File: config.mk
export PLATFORM = sky130hd
export DESIGN_NAME = unison_array_sequencer
export DESIGN_NICKNAME = d
export VERILOG_FILES = /design/src/rtl/unison_array_sequencer.sv
export SDC_FILE = /design/constraint.sdc
export NUM_CORES = 1
export LEC_CHECK = 0
export BUFFER_PORTS_ARGS = -buffer_cell sky130_fd_sc_hd__buf_2
export CELL_PAD_IN_SITES_DETAIL_PLACEMENT = 1
export CELL_PAD_IN_SITES_GLOBAL_PLACEMENT = 1
export CORE_MARGIN = 2
export CORE_UTILIZATION = 49
export CTS_BUF_LIST = sky130_fd_sc_hd__clkbuf_4 sky130_fd_sc_hd__clkbuf_8 sky130_fd_sc_hd__clkbuf_16
export DETAILED_ROUTE_END_ITERATION = 10
export GPL_TIMING_DRIVEN = 1
export HOLD_SLACK_MARGIN = 0.1
export PLACE_DENSITY = 0.78
export SYNTH_ARGS = -nofsm -noshare
export SYNTH_HDL_FRONTEND = slang
export SYNTH_SLANG_ARGS = --single-unit
File: constraint.sdc
create_clock -name wb_clk_i -period 4.05 [get_ports wb_clk_i]
set_clock_uncertainty 0.1 [all_clocks]
set_input_delay 0.405 -clock wb_clk_i [delete_from_list [all_inputs] [get_ports wb_clk_i]]
set_output_delay 0.405 -clock wb_clk_i [all_outputs]
set_load 0.02 [all_outputs]
File: src/rtl/unison_array_sequencer.sv
// Sequencer for an array of digital_unison channels: drives the channel reset and
// gated master clocks, and scans each channel's I/Q readout into a timestamped FIFO.
module unison_array_sequencer #(
  parameter int NUM_CH     = 6,
  parameter int DIV_W      = 16,
  parameter int FIFO_DEPTH = 8,
  parameter int RST_CYC    = 4,
  parameter int TS_W       = 8,
  localparam int CH_W      = (NUM_CH > 1) ? $clog2(NUM_CH) : 1,
  localparam int WORD_W    = TS_W + CH_W + 4
) (
  input  logic                wb_clk_i,
  input  logic                wb_rst_i,
  input  logic                start,
  input  logic                stop,
  input  logic [DIV_W-1:0]    cfg_div,
  input  logic [NUM_CH-1:0]   cfg_ch_en,
  input  logic [2*NUM_CH-1:0] read_out_I,
  input  logic [2*NUM_CH-1:0] read_out_Q,
  output logic [NUM_CH-1:0]   clk_master,
  output logic                rstb,
  output logic                busy,
  output logic                rd_valid,
  output logic [WORD_W-1:0]   rd_data,
  input  logic                rd_ready,
  output logic                ovf,
  output logic                overrun
);

  localparam int RC_W  = $clog2(RST_CYC + 1);
  localparam int PTR_W = $clog2(FIFO_DEPTH);
  localparam int CNT_W = PTR_W + 1;

  typedef enum logic [1:0] {S_IDLE, S_RESET, S_RUN} state_t;

  state_t              state_reg, state_next;
  logic                start_ok;
  logic [RC_W-1:0]     rst_cnt_reg;
  logic [NUM_CH-1:0]   en_q_reg;
  logic [NUM_CH-1:0]   clk_master_reg;
  logic [DIV_W-1:0]    div_cnt_reg, div_cnt_next, div_max;
  logic                phase_reg, phase_next;
  logic                run, run_next, div_term, tick;
  logic                scan_active_reg, scan_active_next;
  logic [CH_W-1:0]     scan_idx_reg, scan_idx_next;
  logic                scan_last, scan_push;
  logic [TS_W-1:0]     ts_reg, scan_ts_reg;
  logic                ovf_reg, overrun_reg;

  logic [WORD_W-1:0]   mem [FIFO_DEPTH];
  logic [PTR_W-1:0]    wr_ptr_reg, rd_ptr_reg;
  logic [CNT_W-1:0]    count_reg;
  logic                fifo_full, pop, push_ok, push_drop;
  logic [WORD_W-1:0]   push_word;

  always_ff @(posedge wb_clk_i) begin
    if (wb_rst_i) state_reg <= S_IDLE;
    else          state_reg <= state_next;
  end

  always_comb begin
    state_next = state_reg;
    start_ok   = 1'b0;
    case (state_reg)
      S_IDLE: begin
        if (start) begin
          state_next = S_RESET;
          start_ok   = 1'b1;
        end
      end
      S_RESET: begin
        if (stop)                           state_next = S_IDLE;
        else if (rst_cnt_reg == RC_W'(1))   state_next = S_RUN;
      end
      S_RUN: begin
        if (stop) state_next = S_IDLE;
      end
      default: state_next = S_IDLE;
    endcase
  end

  // Divider and scan only advance while staying in RUN; leaving RUN clears them.
  always_comb begin
    run      = (state_reg == S_RUN);
    run_next = (state_next == S_RUN);
    div_max  = (cfg_div == '0) ? '0 : cfg_div - DIV_W'(1);
    div_term = (div_cnt_reg >= div_max);
    tick     = run & div_term & phase_reg;

    div_cnt_next = '0;
    phase_next   = 1'b0;
    if (run && run_next) begin
      div_cnt_next = div_term ? '0 : div_cnt_reg + DIV_W'(1);
      phase_next   = div_term ? ~phase_reg : phase_reg;
    end

    scan_last        = (scan_idx_reg == CH_W'(NUM_CH - 1));
    scan_push        = run & scan_active_reg & en_q_reg[scan_idx_reg];
    scan_active_next = 1'b0;
    scan_idx_next    = '0;
    if (run_next) begin
      if (tick) begin
        scan_active_next = 1'b1;
      end else if (scan_active_reg && !scan_last) begin
        scan_active_next = 1'b1;
        scan_idx_next    = scan_idx_reg + CH_W'(1);
      end
    end
  end

  always_ff @(posedge wb_clk_i) begin
    if (wb_rst_i) begin
      rst_cnt_reg     <= '0;
      en_q_reg        <= '0;
      div_cnt_reg     <= '0;
      phase_reg       <= 1'b0;
      scan_active_reg <= 1'b0;
      scan_idx_reg    <= '0;
      ts_reg          <= '0;
      scan_ts_reg     <= '0;
      ovf_reg         <= 1'b0;
      overrun_reg     <= 1'b0;
    end else begin
      div_cnt_reg     <= div_cnt_next;
      phase_reg       <= phase_next;
      scan_active_reg <= scan_active_next;
      scan_idx_reg    <= scan_idx_next;
      if (start_ok) begin
        rst_cnt_reg <= RC_W'(RST_CYC);
        en_q_reg    <= cfg_ch_en;
        ts_reg      <= '0;
        ovf_reg     <= 1'b0;
        overrun_reg <= 1'b0;
      end else begin
        if (state_reg == S_RESET) rst_cnt_reg <= rst_cnt_reg - RC_W'(1);
        if (tick) begin
          scan_ts_reg <= ts_reg;
          ts_reg      <= ts_reg + TS_W'(1);
        end
        // The final channel is still sampled on a coinciding tick, so it is not an overrun.
        if (tick && scan_active_reg && !scan_last) overrun_reg <= 1'b1;
        if (push_drop) ovf_reg <= 1'b1;
      end
    end
  end

  genvar gi;
  generate
    for (gi = 0; gi < NUM_CH; gi++) begin : g_clk_master
      always_ff @(posedge wb_clk_i) begin
        if (wb_rst_i) clk_master_reg[gi] <= 1'b0;
        else          clk_master_reg[gi] <= en_q_reg[gi] & phase_next;
      end
    end
  endgenerate

  // Sample FIFO; a pop frees the slot for a same-cycle push when full.
  assign push_word = {scan_ts_reg, scan_idx_reg,
                      read_out_I[{scan_idx_reg, 1'b0} +: 2],
                      read_out_Q[{scan_idx_reg, 1'b0} +: 2]};
  assign fifo_full = (count_reg == CNT_W'(FIFO_DEPTH));
  assign pop       = rd_ready & (count_reg != '0);
  assign push_ok   = scan_push & (~fifo_full | pop);
  assign push_drop = scan_push & ~push_ok;

  always_ff @(posedge wb_clk_i) begin
    if (push_ok) mem[wr_ptr_reg] <= push_word;
  end

  always_ff @(posedge wb_clk_i) begin
    if (wb_rst_i) begin
      wr_ptr_reg <= '0;
      rd_ptr_reg <= '0;
      count_reg  <= '0;
    end else begin
      if (push_ok) wr_ptr_reg <= wr_ptr_reg + PTR_W'(1);
      if (pop)     rd_ptr_reg <= rd_ptr_reg + PTR_W'(1);
      case ({push_ok, pop})
        2'b10:   count_reg <= count_reg + CNT_W'(1);
        2'b01:   count_reg <= count_reg - CNT_W'(1);
        default: count_reg <= count_reg;
      endcase
    end
  end

  assign rd_valid   = (count_reg != '0);
  assign rd_data    = rd_valid ? mem[rd_ptr_reg] : '0;
  assign clk_master = clk_master_reg;
  assign rstb       = (state_reg == S_RUN);
  assign busy       = (state_reg != S_IDLE);
  assign ovf        = ovf_reg;
  assign overrun    = overrun_reg;

endmodule
==> flow_metrics.py, run 1 <==
metrics = {
    "yosys": {
        "postSynth.topFlopCell": "edfxtp_1",
        "yosysTopAreaCell": "edfxtp_1",
        "syn_nets": 712,
        "synth.cells.most_frequent": "120 x edfxtp_1, 84 x nor2_1, 69 x dfxtp_1",
        "synth_area_um2": 8450,
        "synthDistinctLibCells": 60,
        "ys.warnings.count": 0,
        "multiplexer_area_fraction_after_synthesis_pct": 14.3,
        "synth_simple_gate_area_share_pct": 12.1,
        "synth_top_family_by_area": "multiplexers",
        "synth_largest_type_area_fraction_pct": 42.6,
        "yosysSeqAreaShare_pct": 59.0,
        "synth_compound_area_share_pct": 4.28,
        "post-synth-top-count-cell": "edfxtp_1",
        "synth_cells": 632,
        "synth-seq-cells": 189,
        "synth.area.top_cells": "edfxtp_1 43%, dfxtp_1 16%, mux4_2 8.3%, mux2i_1 4.5%, ha_1 4.1%",
        "synth_area_in_adders_pct": 4.38,
        "synth_xor_xnor_area_share_pct": 3.61,
        "synth.avg_cell_area_um2": 13.4,
        "share_of_flip_flops_with_an_asynchronous_set_or_reset_after_synthesis_pct": 0,
        "synth-edff-count": 120,
    },
    "power_and_ir_drop": {
        "pwr_density_nw_per_um2": 476,
        "vdd_ir_drop_max_v": 0.000327,
        "total_power_uw": 4640,
        "leakage_uw": 0.00361,
    },
    "final_layout": {
        "design.final.nets": 803,
        "drive_gt1_share_pct": 25.3,
        "final_cells": 961,
        "post_synthesis_to_final_layout_area_growth_pct": 15.4,
        "largest_register_ff_count": 120,
        "multi_input_area_um2": 3310,
        "fill_cells": 1743,
        "layout.area.seq_um2": 4990,
        "insertedDiodeCount": 0,
    },
    "worst_setup_path": {
        "origin_of_the_critical_flop_to_flop_path": "scan_idx_reg[1]$_SDFF_PP0_",
        "worst_flop_to_flop_path_endpoint": "count_reg[3]$_SDFFE_PP0P_",
        "cp.arrival_ns": 3.78,
        "worst-setup-path-type": "input port to flip-flop",
        "r2r_cells": 11,
        "crit_path_end_kind": "flip-flop",
        "critPathRequiredTime_ns": 4.24,
        "startpoint_type": "input port",
        "reg2reg_slack_ns": 0.86,
        "worstPathMaxFanout": 19,
    },
    "placed_design": {
        "placed_cells_incl_taps": 928,
        "dp_worst_setup_slack_ns": 0.0667,
        "dp.final_hpwl_um": 12600,
        "placer_s_final_routability_congestion_estimate": 0.801,
        "portBuffers": 76,
    },
    "route": {
        "dr.pass1.iters": 6,
        "routed_wirelength_um": 18700,
        "drc": 0,
        "vias": 5388,
        "drtIter0Drc": 284,
        "final_antenna_net_count": 0,
        "detail_route.wl_per_cell_um": 19.5,
        "detail_route.vias_per_cell": 5.61,
    },
    "global_routing": {
        "wire_length_of_the_first_global_routing_pass_um": 29600,
        "via_count_of_the_first_global_routing_pass": 5723,
        "overflow": 0,
        "gr-usage-all-layers_pct": 21.3,
        "antenna_found_initial": 0,
        "grt_start_max_net_pins": 34,
    },
    "min_path": {
        "worstHoldEndpoint": "en_q_reg[1]$_SDFFE_PP0P_",
        "type_of_the_tightest_min_delay_check": "input port to flip-flop",
        "hold_start": "cfg_ch_en[1]",
        "hold-path-cell-count": 3,
    },
    "timing": {
        "timing.final.setup_violations": 0,
        "measured_slew_at_the_worst_slew_check_pin_ns": 1.14,
        "crit_path_setup_slack_layout_ns": 0.454,
        "fin_crit_sh_pct": 88.8,
        "finalSetupTns_ns": 0,
        "maxSlewViolCount": 0,
        "rsz_0062_raised_after_global_routing": "false",
        "final_hold_vios": 0,
        "achievable-frequency_mhz": 278,
        "relSlewSlack_pct": 24.2,
        "timing.final.crit_period_ns": 3.60,
    },
    "clock_tree": {
        "clk_root_buffer_cell": "clkbuf_16",
        "post_cts.repair.setup_buffers": 0,
        "cts_tree": "yes",
        "cts.path.max_buffers": 2,
        "cts.clk_slew.worst_paths_ns": 0.07,
        "clk_latency_ns": 0.43,
        "cts_inserted_buffers": 17,
        "clock_net_sink_count": 189,
        "htreeDepth": 4,
    },
    "die": {
        "core.rowCount": 48,
        "coreArea_um2": 17100,
        "die_h_um": 135,
        "initial_utilization_pct": 49.5,
        "die-area_um2": 18300,
        "ioPinCount": 77,
        "die-width_um": 135,
    },
    "run": {
        "timing.max_cap.violations": 0,
    },
    "outcome": {
        "run_status": "completed",
    },
}
cell families (layout without fill, tap and decap cells):
group | after synthesis | in the layout
AOI/OAI and AO/OA | 51 | 51
xor gates and xnor gates | 34 | 34
adders and majority gates | 29 | 29
buffers and inverters | 41 | 145
DFF | 189 | 189
muxes | 75 | 75
and+or+nand+nor | 213 | 213
through the flow:
step | instance area (µm²) | hold WS [ns] | utilization, %
after detailed placement | 9170 | 0.351 | 53.7
after global placement | 9170 | 0.338 | 53.7
after global routing | 9750 | 0.107 | 57.2
after floorplan | 8450 | 0.319 | -
after CTS | 9750 | 0.105 | 57.2
final | 9750 | 0.114 | 57.2
critical path: stages:
cell,delay (ns)
buf_2,0.11
or4_4,0.57
nor4b_4,0.31
nand2_1,0.16
nor3_1,0.23
nand2_1,0.07
mux2_2,0.27
ha_1,0.29
nand4_1,0.17
a211oi_1,0.26
a32oi_2,0.20
a21oi_2,0.23
buf_12,0.19
mux2i_1,0.25
nor2_1,0.07
layout make-up:
class	instances	area share [%]
Tap cell	225	2.89
Sequential cell	189	51.1
Clock buffer	17	4.36
Timing Repair Buffer	94	5.44
Inverter	19	0.732
Multi-Input combinational cell	402	33.9
Clock inverter	15	1.50
where the power goes:
part           internal [µW]  switching [µW]
Combinational            370             522
Clock                    869             764
Sequential              2060            57.8
Total                   3300            1340
timing repair:
item                      CTS  global route
resized for setup           0             0
hold buffers                1             0
hold endpoints to repair    1             0
cells in the final DEF (no fill, tap or decap), types with 5 or more instances in the layout:
master | synthesis | layout
dfxtp_1 | 69 | 68
mux4_2 | 31 | 31
buf_4 | 3 | 16
nor3_1 | 12 | 10
xnor2_1 | 18 | 18
or3_1 | 9 | 9
mux2i_1 | 38 | 38
nand3_1 | 15 | 15
inv_1 | 18 | 18
nand4_1 | 5 | 5
a21oi_1 | 17 | 17
xor2_1 | 15 | 15
inv_6 | 0 | 6
and3_1 | 6 | 6
edfxtp_1 | 120 | 120
o21ai_0 | 14 | 14
buf_2 | 3 | 76
ha_1 | 28 | 28
clkbuf_16 | 0 | 17
nor2_1 | 84 | 84
nand2_1 | 50 | 50
routing by layer:
layer / part of all wire (%) / global-route usage (%) / vias to the layer above
met2: 52 / 37.7 / 91
met4: 1.3 / 6.19 / 0
met5: 0 / 0 / -
met1: 44 / 27.0 / 2769
met3: 2.7 / 3.70 / 20
li1: - / - / 2508
how the worst max path moves through the flow:
stage                          start                           to  slack (ns)  cells past startpoint
after floorplan           cfg_div[5]  scan_ts_reg[3]$_SDFFE_PP0P_        0.31                     14
after global placement    cfg_div[5]       ts_reg[2]$_SDFFE_PP0P_        0.23                     15
after detailed placement  cfg_div[5]  scan_ts_reg[0]$_SDFFE_PP0P_        0.07                     15
after CTS                 cfg_div[5]  scan_ts_reg[0]$_SDFFE_PP0P_        0.44                     15
after global routing      cfg_div[5]  scan_ts_reg[0]$_SDFFE_PP0P_        0.15                     15
final                     cfg_div[5]  scan_ts_reg[0]$_SDFFE_PP0P_        0.45                     15
Power figures use the tool's default switching activity.
==> run 2, diff against run 1 <==
CELL_PAD_IN_SITES_DETAIL_PLACEMENT = 0   (was 1)
CORE_UTILIZATION = 53   (was 49)
CTS_CLUSTER_SIZE = 25   (was unset)
PLACE_DENSITY = 0.83   (was 0.78)
clock period = 4.6 ns   (was 4.05 ns; I/O delays follow)
==> run 2 against run 1 <==
Cell count is 2.1% lower. Via count is 5.4% lower. Critical path depth stayed put. Setup slack better by 0.56 ns. Count of clock-buffer cells in the layout is 3 higher. Clock power is 21% lower. Wire length is 16% lower. Non-clock buffer count is 9 lower. Design area is 1.2% lower.
==> flow_metrics.py, run 2 (same netlist as run 1, synthesis figures left out) <==
metrics = {
    "final_layout": {
        "largest_register_ff_count": 120,
        "design.final.nets": 794,
        "layout.cells.most_common_list": "120 x edfxtp_1, 84 x nor2_1, 76 x buf_2",
        "insertedDiodeCount": 0,
        "drive_gt1_share_pct": 24.0,
        "final_common_cell": "edfxtp_1",
        "finish.instance_area_um2": 9630,
        "post_synthesis_to_final_layout_area_growth_pct": 13.9,
    },
    "global_routing": {
        "overflow": 0,
        "grt_start_max_net_pins": 34,
        "gr-usage-all-layers_pct": 19.9,
        "antenna_found_initial": 0,
        "via_count_of_the_first_global_routing_pass": 5054,
        "wire_length_of_the_first_global_routing_pass_um": 25400,
    },
    "timing": {
        "measured_slew_at_the_worst_slew_check_pin_ns": 1.10,
        "finalSetupTns_ns": 0,
        "final_hold_vios": 0,
        "achievable-frequency_mhz": 279,
        "timing.final.crit_period_ns": 3.58,
        "fin_crit_sh_pct": 77.9,
        "maxSlewViolCount": 0,
        "rsz_0062_raised_after_global_routing": "false",
        "timing.final.setup_violations": 0,
        "relSlewSlack_pct": 26.6,
        "crit_path_setup_slack_layout_ns": 1.02,
    },
    "placed_design": {
        "dp_worst_setup_slack_ns": 0.604,
        "dp.final_hpwl_um": 10700,
        "portBuffers": 76,
        "placer_s_final_routability_congestion_estimate": 0.781,
        "postPlaceCellArea_um2": 9110,
    },
    "worst_setup_path": {
        "crit_path_end_kind": "flip-flop",
        "reg2reg_slack_ns": 1.32,
        "cp.arrival_ns": 3.77,
        "timing.critical_path.slowest_stage_cell": "or4_4",
        "worstPathMaxFanout": 19,
        "path_cells": "buf_2 -> or4_4 -> nor4b_4 -> nand2_1 -> nor3_1 -> nand2_1 -> mux2_2 -> ha_1 -> nand4_1 -> a211oi_1 -> a32oi_2 -> a21oi_2 -> buf_4 -> mux2i_1 -> nor2_1",
        "critical_path.max_stage_delay_ns": 0.58,
        "worst_flop_to_flop_path_endpoint": "mem[6][9]$_DFFE_PP_",
        "cpMostUsedCell": "nand2_1",
        "origin_of_the_critical_flop_to_flop_path": "scan_idx_reg[1]$_SDFF_PP0_",
        "startpoint_type": "input port",
        "critPathRequiredTime_ns": 4.78,
        "worst-setup-path-type": "input port to flip-flop",
        "r2r_cells": 5,
    },
    "die": {
        "die_h_um": 130,
        "initial_utilization_pct": 53.8,
        "core.rowCount": 46,
        "die-width_um": 130,
        "coreArea_um2": 15700,
        "die-area_um2": 17000,
        "ioPinCount": 77,
    },
    "route": {
        "drc": 0,
        "routed_wirelength_um": 15700,
        "drtIter0Drc": 255,
        "detail_route.wl_per_cell_um": 16.7,
        "vias": 5096,
        "dr.pass1.iters": 4,
        "detail_route.vias_per_cell": 5.42,
        "final_antenna_net_count": 0,
    },
    "clock_tree": {
        "cts_hold_buf": 0,
        "cts_tree": "yes",
        "htreeDepth": 4,
        "cts.clk_slew.worst_paths_ns": 0.06,
        "clk_latency_ns": 0.42,
        "clock_net_sink_count": 189,
        "cts.path.max_buffers": 2,
        "cts_inserted_buffers": 17,
        "clk_root_buffer_cell": "clkbuf_16",
        "post_cts_resized": 0,
        "post_cts.repair.setup_buffers": 0,
    },
    "min_path": {
        "type_of_the_tightest_min_delay_check": "input port to flip-flop",
        "worstHoldEndpoint": "state_reg[1]$_SDFF_PP0_",
        "hold-path-cell-count": 2,
        "hold_start": "stop",
    },
    "run": {
        "timing.max_cap.violations": 0,
    },
    "outcome": {
        "run_status": "completed",
    },
    "power_and_ir_drop": {
        "vdd_ir_drop_max_v": 0.000252,
        "pwr_density_nw_per_um2": 405,
        "leakage_uw": 0.00352,
    },
}
-- run 2: worst max-delay path by stage --
stage | start | endpoint | slack [ns] | cells after the start
after floorplan | cfg_div[5] | scan_ts_reg[3]$_SDFFE_PP0P_ | 0.81 | 14
after global placement | cfg_div[5] | ts_reg[5]$_SDFFE_PP0P_ | 0.69 | 15
after detailed placement | cfg_div[5] | ts_reg[5]$_SDFFE_PP0P_ | 0.60 | 15
after CTS | cfg_div[5] | div_cnt_reg[13]$_SDFF_PP0_ | 1.04 | 13
after global routing | cfg_div[5] | div_cnt_reg[13]$_SDFF_PP0_ | 0.76 | 13
final | cfg_div[5] | scan_ts_reg[5]$_SDFFE_PP0P_ | 1.02 | 15
-- run 2: critical path, delay by kind of cell --
family / cells / cell delay (ns)
buf+inv: 2 / 0.38
compound gates: 3 / 0.60
mux: 2 / 0.50
simple gates: 7 / 1.54
fa+ha+maj: 1 / 0.29
-- run 2: area by class of cell --
cell class,count,area (µm²)
Tap cell,216,270
Inverter,19,71.3
Clock inverter,10,71.3
Multi-Input combinational cell,402,3330
Fill cell,1199,6080
Timing Repair Buffer,85,448
Sequential cell,189,4990
Clock buffer,20,448
-- run 2: per-layer routing --
metal | up-vias | global-route usage [%] | part of all wire (%)
met5 | - | 0 | 0
met4 | 0 | 5.95 | 0.57
met3 | 6 | 4.59 | 4.0
met2 | 89 | 33.1 | 50
met1 | 2501 | 26.4 | 45
li1 | 2500 | - | -
-- run 2: power by group --
group	leakage (µW)	internal [µW]	switching, µW
combinational	0.00158	317	405
sequential	0.00169	1810	77.2
clock	0.000247	702	588
total	0.00352	2830	1070
-- run 2: stage by stage --
step | power [µW] | cells | utilization, % | hold slack (ns)
2_1_floorplan | 2440 | 632 | - | 0.319
3_3_place_gp | 2640 | 911 | 58.0 | 0.331
3_5_place_dp | 2660 | 911 | 58.0 | 0.337
4_1_cts | 3950 | 941 | 61.3 | 0.138
5_1_grt | 4090 | 941 | 61.3 | 0.153
6_report | 3900 | 941 | 61.3 | 0.161
==> run 3, diff against run 2 <==
CORE_UTILIZATION = 49   (was 53)
PLACE_DENSITY = 0.78   (was 0.83)
clock period = 3.7 ns   (was 4.6 ns; I/O delays follow)
==> run 3 against run 2 <==
Cell count is 3.9% higher. Sequential share of layout area decreased by 1.8 points. Clock power rose by 47%. Core utilization decreased by 2.8 points. Combinational power increased by 33%. Critical path type unchanged. Largest power group unchanged. Highest routed layer unchanged.
==> flow_metrics.py, run 3 (same netlist as run 1, synthesis figures left out) <==
metrics = {
    "worst_setup_path": {
        "cpMostUsedCell": "nand2_1",
        "reg2reg_slack_ns": 0.59,
        "timing.critical_path.slowest_stage_cell": "or4_4",
        "crit_path_end_kind": "flip-flop",
        "critPathRequiredTime_ns": 3.91,
        "cp.arrival_ns": 3.56,
        "critical_path.max_stage_delay_ns": 0.55,
        "path_cells": "buf_2 -> or4_4 -> nor4b_4 -> nand2_1 -> nor3_1 -> nand2_1 -> mux2_2 -> ha_1 -> nand4_1 -> buf_4 -> nor2_1 -> a32oi_2 -> nand2_1 -> xnor2_2 -> nor3b_1",
        "startpoint": "cfg_div[5]",
        "origin_of_the_critical_flop_to_flop_path": "scan_idx_reg[1]$_SDFF_PP0_",
        "worst-setup-path-type": "input port to flip-flop",
        "startpoint_type": "input port",
        "worstPathMaxFanout": 7,
    },
    "die": {
        "die_h_um": 135,
        "coreArea_um2": 17100,
        "die-width_um": 135,
        "core.rowCount": 48,
        "ioPinCount": 77,
        "initial_utilization_pct": 49.5,
        "die-area_um2": 18300,
    },
    "final_layout": {
        "layout.cells.most_common_list": "120 x edfxtp_1, 84 x nor2_1, 76 x buf_2",
        "final_core_utilization_pct": 58.4,
        "post_synthesis_to_final_layout_area_growth_pct": 17.9,
        "design.final.nets": 820,
        "drive_gt1_share_pct": 26.3,
        "insertedDiodeCount": 0,
        "fill_cells": 1379,
        "largest_register_ff_count": 120,
        "final_cells": 978,
        "final_common_cell": "edfxtp_1",
    },
    "run": {
        "timing.max_cap.violations": 0,
    },
    "placed_design": {
        "dp.final_hpwl_um": 11000,
        "dp_worst_setup_slack_ns": -0.102,
        "portBuffers": 76,
        "placed_cells_incl_taps": 939,
        "placer_s_final_routability_congestion_estimate": 0.790,
    },
    "clock_tree": {
        "cts.path.max_buffers": 2,
        "post_cts_resized": 0,
        "cts_tree": "yes",
        "htreeDepth": 4,
        "clock_net_sink_count": 189,
        "cts.clk_slew.worst_paths_ns": 0.07,
        "cts_inserted_buffers": 17,
        "post_cts.repair.setup_buffers": 0,
        "clk_latency_ns": 0.43,
        "clk_root_buffer_cell": "clkbuf_16",
    },
    "min_path": {
        "hold_start": "start",
        "type_of_the_tightest_min_delay_check": "input port to flip-flop",
    },
    "timing": {
        "timing.final.setup_violations": 0,
        "fin_crit_sh_pct": 90.6,
        "final_hold_vios": 0,
        "relSlewSlack_pct": 27.0,
        "crit_path_setup_slack_layout_ns": 0.347,
        "measured_slew_at_the_worst_slew_check_pin_ns": 1.09,
        "maxSlewViolCount": 0,
        "achievable-frequency_mhz": 298,
        "rsz_0062_raised_after_global_routing": "false",
        "timing.final.crit_period_ns": 3.35,
    },
    "route": {
        "detail_route.vias_per_cell": 5.35,
        "dr.pass1.iters": 7,
        "final_antenna_net_count": 0,
        "drtIter0Drc": 327,
        "detail_route.wl_per_cell_um": 16.6,
        "vias": 5231,
        "drc": 0,
        "routed_wirelength_um": 16200,
    },
    "power_and_ir_drop": {
        "sw_frac_of_total_pct": 27.7,
        "clock_power_share_pct": 36.7,
        "power_frac_seq_pct": 44.7,
        "pwr_density_nw_per_um2": 518,
        "share_comb_of_total_power_pct": 18.6,
        "leakage_uw": 0.00372,
        "vdd_ir_drop_max_v": 0.000354,
        "p_sw_uw": 1430,
        "p_int_uw": 3740,
    },
    "global_routing": {
        "wire_length_of_the_first_global_routing_pass_um": 26800,
        "gr-usage-all-layers_pct": 19.2,
        "antenna_found_initial": 0,
        "via_count_of_the_first_global_routing_pass": 5280,
        "grt_start_max_net_pins": 34,
        "overflow": 0,
    },
    "outcome": {
        "run_status": "completed",
    },
}
-- run 3: final cells by class --
class	instances	area, µm²	share of cell area, %
multi-input combinational	402	3320	33.3
clock inverter	10	98.8	0.992
timing repair buffer	111	673	6.75
clock buffer	22	539	5.41
sequential	189	4990	50.0
tap	225	282	2.82
inverter	19	71.3	0.716
-- run 3: power groups by stage --
| stage | combinational [µW] | clock (µW) | sequential [µW] |
|---|---|---|---|
| floorplan | 705 | 0 | 2330 |
| global placement | 958 | 0 | 2360 |
| detailed placement | 974 | 0 | 2360 |
| CTS | 982 | 1940 | 2310 |
| global route | 1060 | 2030 | 2320 |
| finish | 960 | 1900 | 2310 |
-- run 3: layer usage --
metal	vias up	GRT usage, %	share of wire, %
li1	2545	-	-
met1	2569	25.8	45
met2	104	31.6	49
met3	13	4.19	4.6
met4	0	5.44	0.78
met5	-	0	0
-- run 3: final timing paths --
kind / end / depth (start not counted)
hold / removal: state_reg[0]$_SDFF_PP0_ / 3
setup reg to reg: count_reg[3]$_SDFFE_PP0P_ / 11
setup / recovery: clk_master[3]$_SDFF_PP0_ / 15
hold reg to reg: clk_master[0]$_SDFF_PP0_ / 2
-- run 3: through the flow --
stage	hold WS (ns)	power, µW	area [µm²]	setup TNS [ns]
after floorplan	0.319	3030	8460	0
after global placement	0.344	3310	9260	-0.113
after detailed placement	0.344	3330	9260	-1.56
after CTS	0.158	5230	9970	0
after global routing	0.191	5400	9970	0
final	0.174	5160	9970	0
-- run 3: critical path, delay by kind of cell --
family | cells | cell delay, ns
AOI/OAI and AO/OA | 1 | 0.29
adders and majority gates | 1 | 0.29
muxes | 1 | 0.27
buffers and inverters | 2 | 0.23
xor gates and xnor gates | 1 | 0.33
and+or+nand+nor | 9 | 1.78
-- run 3: repair_timing --
action	4_1_cts	5_1_grt
hold buffers	7	0
endpoints found under the hold margin	7	0
endpoints found under the setup margin	0	0
